===== src/rtl/cpu_types_pkg.sv =====
// Shared types for the five-stage MIPS core: data widths, register index,
// hazard-unit FSM states and the bundle of pipeline-register control strobes.
package cpu_types_pkg;

    localparam int WORD_W = 32;
    localparam int REG_W  = 5;

    typedef logic [WORD_W-1:0] word_t;
    typedef logic [REG_W-1:0]  reg_idx_t;

    localparam word_t    WORD_MAX = 32'hFFFF_FFFF;
    localparam reg_idx_t REG_ZERO = 5'd0;

    // RUN: normal flow, DWAIT: waiting on data memory, HALTED: drained and stopped
    typedef enum logic [1:0] {
        RUN    = 2'd0,
        DWAIT  = 2'd1,
        HALTED = 2'd2
    } hazard_state_t;

    // Every control strobe the hazard unit drives, in one packed bundle
    typedef struct packed {
        logic pc_wen;
        logic ifid_wen;
        logic idex_wen;
        logic exmem_wen;
        logic memwb_wen;
        logic ifid_flush;
        logic idex_flush;
        logic exmem_flush;
        logic memwb_flush;
        logic halted;
    } pipe_ctrl_t;

    // Nothing moves, nothing is flushed
    localparam pipe_ctrl_t CTRL_IDLE = '{
        pc_wen: 1'b0, ifid_wen: 1'b0, idex_wen: 1'b0, exmem_wen: 1'b0, memwb_wen: 1'b0,
        ifid_flush: 1'b0, idex_flush: 1'b0, exmem_flush: 1'b0, memwb_flush: 1'b0,
        halted: 1'b0};

    // Whole pipeline advances, no bubbles
    localparam pipe_ctrl_t CTRL_ADVANCE = '{
        pc_wen: 1'b1, ifid_wen: 1'b1, idex_wen: 1'b1, exmem_wen: 1'b1, memwb_wen: 1'b1,
        ifid_flush: 1'b0, idex_flush: 1'b0, exmem_flush: 1'b0, memwb_flush: 1'b0,
        halted: 1'b0};

    // Halt reached EX/MEM: freeze PC, squash everything younger, let halt retire
    localparam pipe_ctrl_t CTRL_HALT_DRAIN = '{
        pc_wen: 1'b0, ifid_wen: 1'b1, idex_wen: 1'b1, exmem_wen: 1'b1, memwb_wen: 1'b1,
        ifid_flush: 1'b1, idex_flush: 1'b1, exmem_flush: 1'b1, memwb_flush: 1'b0,
        halted: 1'b0};

    // Stopped core: hold everything and report halted
    localparam pipe_ctrl_t CTRL_HALTED = '{
        pc_wen: 1'b0, ifid_wen: 1'b0, idex_wen: 1'b0, exmem_wen: 1'b0, memwb_wen: 1'b0,
        ifid_flush: 1'b0, idex_flush: 1'b0, exmem_flush: 1'b0, memwb_flush: 1'b0,
        halted: 1'b1};

    // Taken branch / jump: load new PC, squash the three wrong-path instructions
    localparam pipe_ctrl_t CTRL_REDIRECT = '{
        pc_wen: 1'b1, ifid_wen: 1'b1, idex_wen: 1'b1, exmem_wen: 1'b1, memwb_wen: 1'b1,
        ifid_flush: 1'b1, idex_flush: 1'b1, exmem_flush: 1'b1, memwb_flush: 1'b0,
        halted: 1'b0};

    // Load-use: hold PC and IF/ID, inject one bubble into ID/EX
    localparam pipe_ctrl_t CTRL_LOAD_USE = '{
        pc_wen: 1'b0, ifid_wen: 1'b0, idex_wen: 1'b1, exmem_wen: 1'b1, memwb_wen: 1'b1,
        ifid_flush: 1'b0, idex_flush: 1'b1, exmem_flush: 1'b0, memwb_flush: 1'b0,
        halted: 1'b0};

    // Fetch miss: hold PC, push a bubble into IF/ID, downstream keeps draining
    localparam pipe_ctrl_t CTRL_FETCH_MISS = '{
        pc_wen: 1'b0, ifid_wen: 1'b1, idex_wen: 1'b1, exmem_wen: 1'b1, memwb_wen: 1'b1,
        ifid_flush: 1'b1, idex_flush: 1'b0, exmem_flush: 1'b0, memwb_flush: 1'b0,
        halted: 1'b0};

endpackage


===== src/rtl/sat_counter32.sv =====
// 32-bit event counter that counts enabled cycles and sticks at all-ones.
// Cleared asynchronously by the active-low reset.
module sat_counter32
    import cpu_types_pkg::*;
(
    input  logic  clk,
    input  logic  rst_n,
    input  logic  en,
    output word_t count
);

    word_t count_r;

    // Count enabled cycles, holding once the maximum is reached
    always_ff @(posedge clk or negedge rst_n) begin
        if (!rst_n) begin
            count_r <= 32'd0;
        end else if (en && (count_r != WORD_MAX)) begin
            count_r <= count_r + 32'd1;
        end else begin
            count_r <= count_r;
        end
    end

    assign count = count_r;

endmodule


===== src/rtl/hazard_unit.sv =====
// Pipeline control for the five-stage MIPS core. Produces the advance (wen)
// and bubble (flush) strobes for every pipeline register and the PC write
// enable, tracks data-memory waits and halt, and keeps two saturating
// performance counters (stall cycles and redirects).
module hazard_unit
    import cpu_types_pkg::*;
(
    input  logic     CLK,
    input  logic     nRST,
    input  logic     ihit,
    input  logic     dhit,
    input  reg_idx_t ifid_rs,
    input  reg_idx_t ifid_rt,
    input  logic     idex_memread,
    input  reg_idx_t idex_rt,
    input  logic     exmem_memread,
    input  logic     exmem_memwrite,
    input  logic     exmem_branch,
    input  logic     exmem_zero,
    input  logic     exmem_jump,
    input  logic     exmem_halt,
    output logic     pc_wen,
    output logic     ifid_wen,
    output logic     idex_wen,
    output logic     exmem_wen,
    output logic     memwb_wen,
    output logic     ifid_flush,
    output logic     idex_flush,
    output logic     exmem_flush,
    output logic     memwb_flush,
    output logic     halted,
    output word_t    stall_cycles,
    output word_t    flush_events
);

    hazard_state_t state_r;
    hazard_state_t next_state_s;

    logic       data_wait_s;
    logic       redirect_s;
    logic       load_use_s;
    logic       fetch_miss_s;
    logic       stall_inc_s;
    logic       flush_inc_s;
    pipe_ctrl_t ctrl_s;

    // Raw hazard conditions seen by the pipeline this cycle
    always_comb begin
        data_wait_s  = (exmem_memread | exmem_memwrite) & ~dhit;
        redirect_s   = exmem_jump | (exmem_branch & exmem_zero);
        // $0 is never a real dependency, so a load targeting it never stalls
        load_use_s   = idex_memread & (idex_rt != REG_ZERO) &
                       ((idex_rt == ifid_rs) | (idex_rt == ifid_rt));
        fetch_miss_s = ~ihit;
    end

    // FSM state register; reset lands in RUN from any state
    always_ff @(posedge CLK or negedge nRST) begin
        if (!nRST) begin
            state_r <= RUN;
        end else begin
            state_r <= next_state_s;
        end
    end

    // FSM next state: halt is sticky, a pending data access parks in DWAIT
    always_comb begin
        next_state_s = state_r;
        case (state_r)
            RUN, DWAIT: begin
                if (exmem_halt) begin
                    next_state_s = HALTED;
                end else if (data_wait_s) begin
                    next_state_s = DWAIT;
                end else begin
                    next_state_s = RUN;
                end
            end
            HALTED: begin
                next_state_s = HALTED;
            end
            default: begin
                next_state_s = RUN;
            end
        endcase
    end

    // FSM outputs: prioritised strobe selection. DWAIT behaves like RUN once
    // dhit arrives, so both states share the same decision chain.
    always_comb begin
        ctrl_s      = CTRL_IDLE;
        flush_inc_s = 1'b0;
        if (!nRST) begin
            ctrl_s      = CTRL_IDLE;
            flush_inc_s = 1'b0;
        end else begin
            case (state_r)
                HALTED: begin
                    ctrl_s = CTRL_HALTED;
                end
                RUN, DWAIT: begin
                    if (exmem_halt) begin
                        ctrl_s = CTRL_HALT_DRAIN;
                    end else if (data_wait_s) begin
                        // A redirect behind a waiting access stays parked in EX/MEM
                        // and fires (and is counted) only in the dhit cycle
                        ctrl_s = CTRL_IDLE;
                    end else if (redirect_s) begin
                        ctrl_s      = CTRL_REDIRECT;
                        flush_inc_s = 1'b1;
                    end else if (load_use_s) begin
                        ctrl_s = CTRL_LOAD_USE;
                    end else if (fetch_miss_s) begin
                        ctrl_s = CTRL_FETCH_MISS;
                    end else begin
                        ctrl_s = CTRL_ADVANCE;
                    end
                end
                default: begin
                    ctrl_s = CTRL_IDLE;
                end
            endcase
        end
    end

    // Stall accounting: any live (non-halted) cycle that holds the PC
    always_comb begin
        if (nRST && (state_r != HALTED)) begin
            stall_inc_s = ~ctrl_s.pc_wen;
        end else begin
            stall_inc_s = 1'b0;
        end
    end

    sat_counter32 u_stall_ctr (
        .clk   (CLK),
        .rst_n (nRST),
        .en    (stall_inc_s),
        .count (stall_cycles)
    );

    sat_counter32 u_flush_ctr (
        .clk   (CLK),
        .rst_n (nRST),
        .en    (flush_inc_s),
        .count (flush_events)
    );

    assign pc_wen      = ctrl_s.pc_wen;
    assign ifid_wen    = ctrl_s.ifid_wen;
    assign idex_wen    = ctrl_s.idex_wen;
    assign exmem_wen   = ctrl_s.exmem_wen;
    assign memwb_wen   = ctrl_s.memwb_wen;
    assign ifid_flush  = ctrl_s.ifid_flush;
    assign idex_flush  = ctrl_s.idex_flush;
    assign exmem_flush = ctrl_s.exmem_flush;
    assign memwb_flush = ctrl_s.memwb_flush;
    assign halted      = ctrl_s.halted;

endmodule


===== config.mk =====
export PLATFORM = sky130hd
export DESIGN_NAME = hazard_unit
export DESIGN_NICKNAME = d
export VERILOG_FILES = /design/src/rtl/cpu_types_pkg.sv /design/src/rtl/sat_counter32.sv /design/src/rtl/hazard_unit.sv
export SDC_FILE = /design/constraint.sdc
export NUM_CORES = 1
export LEC_CHECK = 0
export CORE_AREA = 3 3 105 107
export DETAILED_ROUTE_END_ITERATION = 8
export DIE_AREA = 0 0 108 110
export PLACE_DENSITY = 0.66
export SLEW_MARGIN = 20
export SYNTH_ARGS = -nofsm -noshare
export SYNTH_HDL_FRONTEND = slang
export SYNTH_HIERARCHICAL = 1
export SYNTH_SLANG_ARGS = --single-unit
export TNS_END_PERCENT = 1

===== constraint.sdc =====
create_clock -name CLK -period 2.41 [get_ports CLK]
set_input_delay 0.3615 -clock CLK [delete_from_list [all_inputs] [get_ports CLK]]
set_output_delay 0.3615 -clock CLK [all_outputs]
set_load 0.005 [all_outputs]

==> results.txt <==
The number of violations reported at the end of detailed-routing iteration 0 came out at 99. The clock tree synthesis step divided the H-tree into 3 levels. The wire length per cell is 15.0 µm.

In the global route stage, met3 resource usage came out at 4.19%. The clock sink total is 66. The area growth from synthesis to layout is 44.5%. The number of global-route vias before repair is 3,340. Derived from the worst setup path, the maximum achievable clock frequency is 418 MHz. The number of buffers inserted by post-CTS setup repair came out at 0. The worst-case vdd ir drop is 0.282 mV. The number of primary I/O pins came out at 100. The die area came out at 11,900 µm². The largest single stage delay on the critical path is 0.50 ns.

The global placer's final weighted congestion came out at 0.871. The number of nets with antenna violations after detailed routing came out at 0. The measured slew at the worst slew-check pin came out at 0.825 ns. STA classifies the critical path startpoint as an input port. The global-route wire length before repair is 16,300 µm. The die height is 110 µm. The initial antenna violation count is 0. The cell area after technology mapping is 3650 µm². The total clock buffers created by CTS came out at 9. The synthesized netlist contains 40 unique library cells. The critical setup path kind is input port to primary output. The cell depth of the worst setup path came out at 6. In the post-synthesis netlist, the biggest area contributors are sky130_fd_sc_hd__dfrtp_1 45%, sky130_fd_sc_hd__xnor2_1 14%, sky130_fd_sc_hd__nand4_1 5.1%.

The detailed placer's ending HPWL came out at 7200 µm. The number of nets in the layout came out at 521. The number of max-slew violations in the final report is 0. The post-synthesis cell count is 356. Counting the fill cells in the layout gives 969.

The most used flip-flop cell after synthesis is sky130_fd_sc_hd__dfrtp_1. The finished layout holds 634 standard cells, fillers aside. After global routing, the most crowded layer is met2. The die is 108 µm wide. The final clock skew is 0.0128 ns.

Traced cell by cell, the critical path runs through clkdlybuf4s50_1, a21oi_1, buf_4, o31ai_4, buf_4, clkdlybuf4s50_1. The worst slew margin relative to its limit came out at 45.0%. The routed wire length is 9540 µm. The overall power after layout came out at 3.02 mW.

The number of hold violations in the final report is 0. The residual overflow from global routing came out at 0. The total of endpoints with negative setup slack in the final report is 0. The fraction of synthesis flops using an asynchronous set or reset pin came out at 100%.

Counting cells, the worst reg-to-reg path comes to 8. The insertion delay of the later-clocked pin in the worst-skew pair is 0.34 ns. The critical-path cell with the highest stage delay is sky130_fd_sc_hd__clkdlybuf4s50_1.

In this run the deepest clock path goes through 2 buffers. The clock slew at the register clock pins of the worst setup and hold paths is 0.07 ns. After detailed routing, the number of remaining DRC violations is 0.

The time the worst path needs with I/O delays and setup came out at 2.39 ns. The post-detailed-route via-to-cell ratio is 5.12. The static power due to leakage came out at 2.19 nW.

Detailed routing inserted a total of 3,244 vias. The sequential-to-total area share from yosys stat came out at 45.2%. The global-route track usage on met2 came out at 29.0%. The count of max-cap constraint violations is 0.

Together, buffers and inverters on the worst path number 4. The count of placed standard cells including taps is 617. The critical-path maximum fanout is 3.

Data arrives at the worst endpoint at 2.03 ns. The largest total area in the synthesized netlist belongs to sky130_fd_sc_hd__dfrtp_1. Setup repair after global routing could not meet its margin everywhere. Of the available clock period, the critical path in the final layout requires 99.3%. The top-area cell type share of the netlist area came out at 45.2%. The number of enable-type register cells in the synthesized netlist came out at 0. The antenna cell count came out at 0. The required time of the worst setup path came out at 2.05 ns. The share of layout cells above drive strength 1 came out at 15.9%. The CTS tree is yes. Synthesis produced a netlist with a net count of 384.

The core region is 10,200 µm². The class of the tightest hold or removal check is input port to asynchronous set/reset pin. The global-route usage over all layers came out at 17.2%. The initial utilization of the core area, before any placement, comes to 35.7%. CTS placed an instance of sky130_fd_sc_hd__clkbuf_8 at the clock tree root.

In this run the core area contains 37 standard-cell rows. The number of synthesized register bits came out at 66. The capturing element type of the critical path is a primary output. The number of port buffers is 98. The run finished with clean final reports.

The power per standard cell area is 572 nW/µm². For this run, global-route usage on met1 was measured as 22.3%. The Yosys warning count came out at 6. The first-pass iteration count of the detailed router is 4. Entering global routing, the biggest net connects 66 pins. The mean cell area of the mapped netlist is 10.3 µm². The gate family responsible for the most delay along the worst path is buffers and inverters.
==> cells by family after synthesis <==
| logic type | after synthesis | synth area share [%] |
|---|---|---|
| adders and majority gates | 2 | 0.685 |
| AOI/OAI and AO/OA | 28 | 6.51 |
| buffers and inverters | 11 | 1.85 |
| other | 1 | 0.103 |
| DFF | 66 | 45.2 |
| and+or+nand+nor | 176 | 28.1 |
| xor gates and xnor gates | 68 | 16.3 |
| muxes | 4 | 1.23 |
==> worst paths after layout <==
path	from	endpoint	slack, ns
min in group CLK	state_r[1]	state_r[0]	0.51
setup / recovery	exmem_zero	exmem_flush	0.02
max in group asynchronous	nRST	u_flush_ctr/count[4]	1.56
hold reg to reg	state_r[1]	state_r[0]	0.51
setup reg to reg	state_r[1]	u_flush_ctr/count[25]	0.23
hold / removal	nRST	state_r[1]	0.31
==> timing repair <==
| action | 4_1_cts | 5_1_grt |
|---|---|---|
| gates resized for setup | 9 | 4 |
| hold endpoints to repair | 1 | 0 |
| pin swaps | 1 | 2 |
| hold buffers | 1 | 0 |
| setup endpoints to repair | 7 | 15 |
==> area by class of cell <==
type | count | area, µm² | area share [%]
repair buffers | 133 | 1240 | 23.4
clock buffers | 10 | 138 | 2.61
clock inverters | 6 | 113 | 2.13
multi-input cells | 279 | 1950 | 37.0
well taps | 136 | 170 | 3.22
flip-flops and latches | 66 | 1650 | 31.3
inverters | 4 | 15.0 | 0.284
==> per-stage QoR <==
stage	TNS [ns]	setup slack (ns)	instance area, µm²	util [%]	hold slack, ns
2_1_floorplan	0	0.00968	3650	-	0.0659
3_3_place_gp	-6.60	-0.323	5000	48.9	0.183
3_5_place_dp	-9.67	-0.441	5000	48.9	0.189
4_1_cts	-0.0930	-0.0930	5260	51.4	0.345
5_1_grt	-0.0417	-0.0251	5280	51.6	0.385
6_report	0	0.0163	5280	51.6	0.309
==> metal layers <==
metal	share of wire, %	up-vias
li1	-	1564
met1	45	1574
met2	49	98
met3	5.2	8
met4	0.78	0
met5	0	-
==> where the power goes <==
part	leakage, nW	switching (mW)	total, mW	internal (mW)
sequential	0.907	0.107	1.28	1.18
combinational	1.15	0.232	0.575	0.342
clock	0.127	0.441	1.16	0.719
==> registers in the layout, indices dropped and copies added, names as in the netlist <==
register,cells
state_r,2
u_stall_ctr/count,32
u_flush_ctr/count,32
==> cells in the final DEF, fill, tap and decap left out, drive strengths merged, types with 13 or more instances in the layout <==
cell           count
nand2             38
nand4             32
clkdlybuf4s50     88
nor2              23
buf               35
dfrtp             66
nor3              13
nand3             35
xnor2             58
==> cell usage after synthesis, types with 3 or more instances <==
| master | number |
|---|---|
| sky130_fd_sc_hd__dfrtp_1 | 66 |
| sky130_fd_sc_hd__xnor2_1 | 58 |
| sky130_fd_sc_hd__nand2_1 | 36 |
| sky130_fd_sc_hd__nand3_1 | 33 |
| sky130_fd_sc_hd__nand4_1 | 30 |
| sky130_fd_sc_hd__nor2_1 | 23 |
| sky130_fd_sc_hd__xor2_1 | 10 |
| sky130_fd_sc_hd__nor3_1 | 9 |
| sky130_fd_sc_hd__and4_1 | 8 |
| sky130_fd_sc_hd__a21oi_1 | 7 |
| sky130_fd_sc_hd__nor4_1 | 6 |
| sky130_fd_sc_hd__or4_4 | 5 |
| sky130_fd_sc_hd__and3_1 | 4 |
| sky130_fd_sc_hd__inv_1 | 4 |
| sky130_fd_sc_hd__nor3_2 | 4 |
| sky130_fd_sc_hd__o211ai_1 | 4 |
| sky130_fd_sc_hd__a21o_1 | 3 |
| sky130_fd_sc_hd__buf_4 | 3 |
| sky130_fd_sc_hd__nand2b_1 | 3 |
| sky130_fd_sc_hd__nand3b_1 | 3 |
| sky130_fd_sc_hd__o31ai_4 | 3 |
No activity file was read; power rests on OpenSTA's default activity.
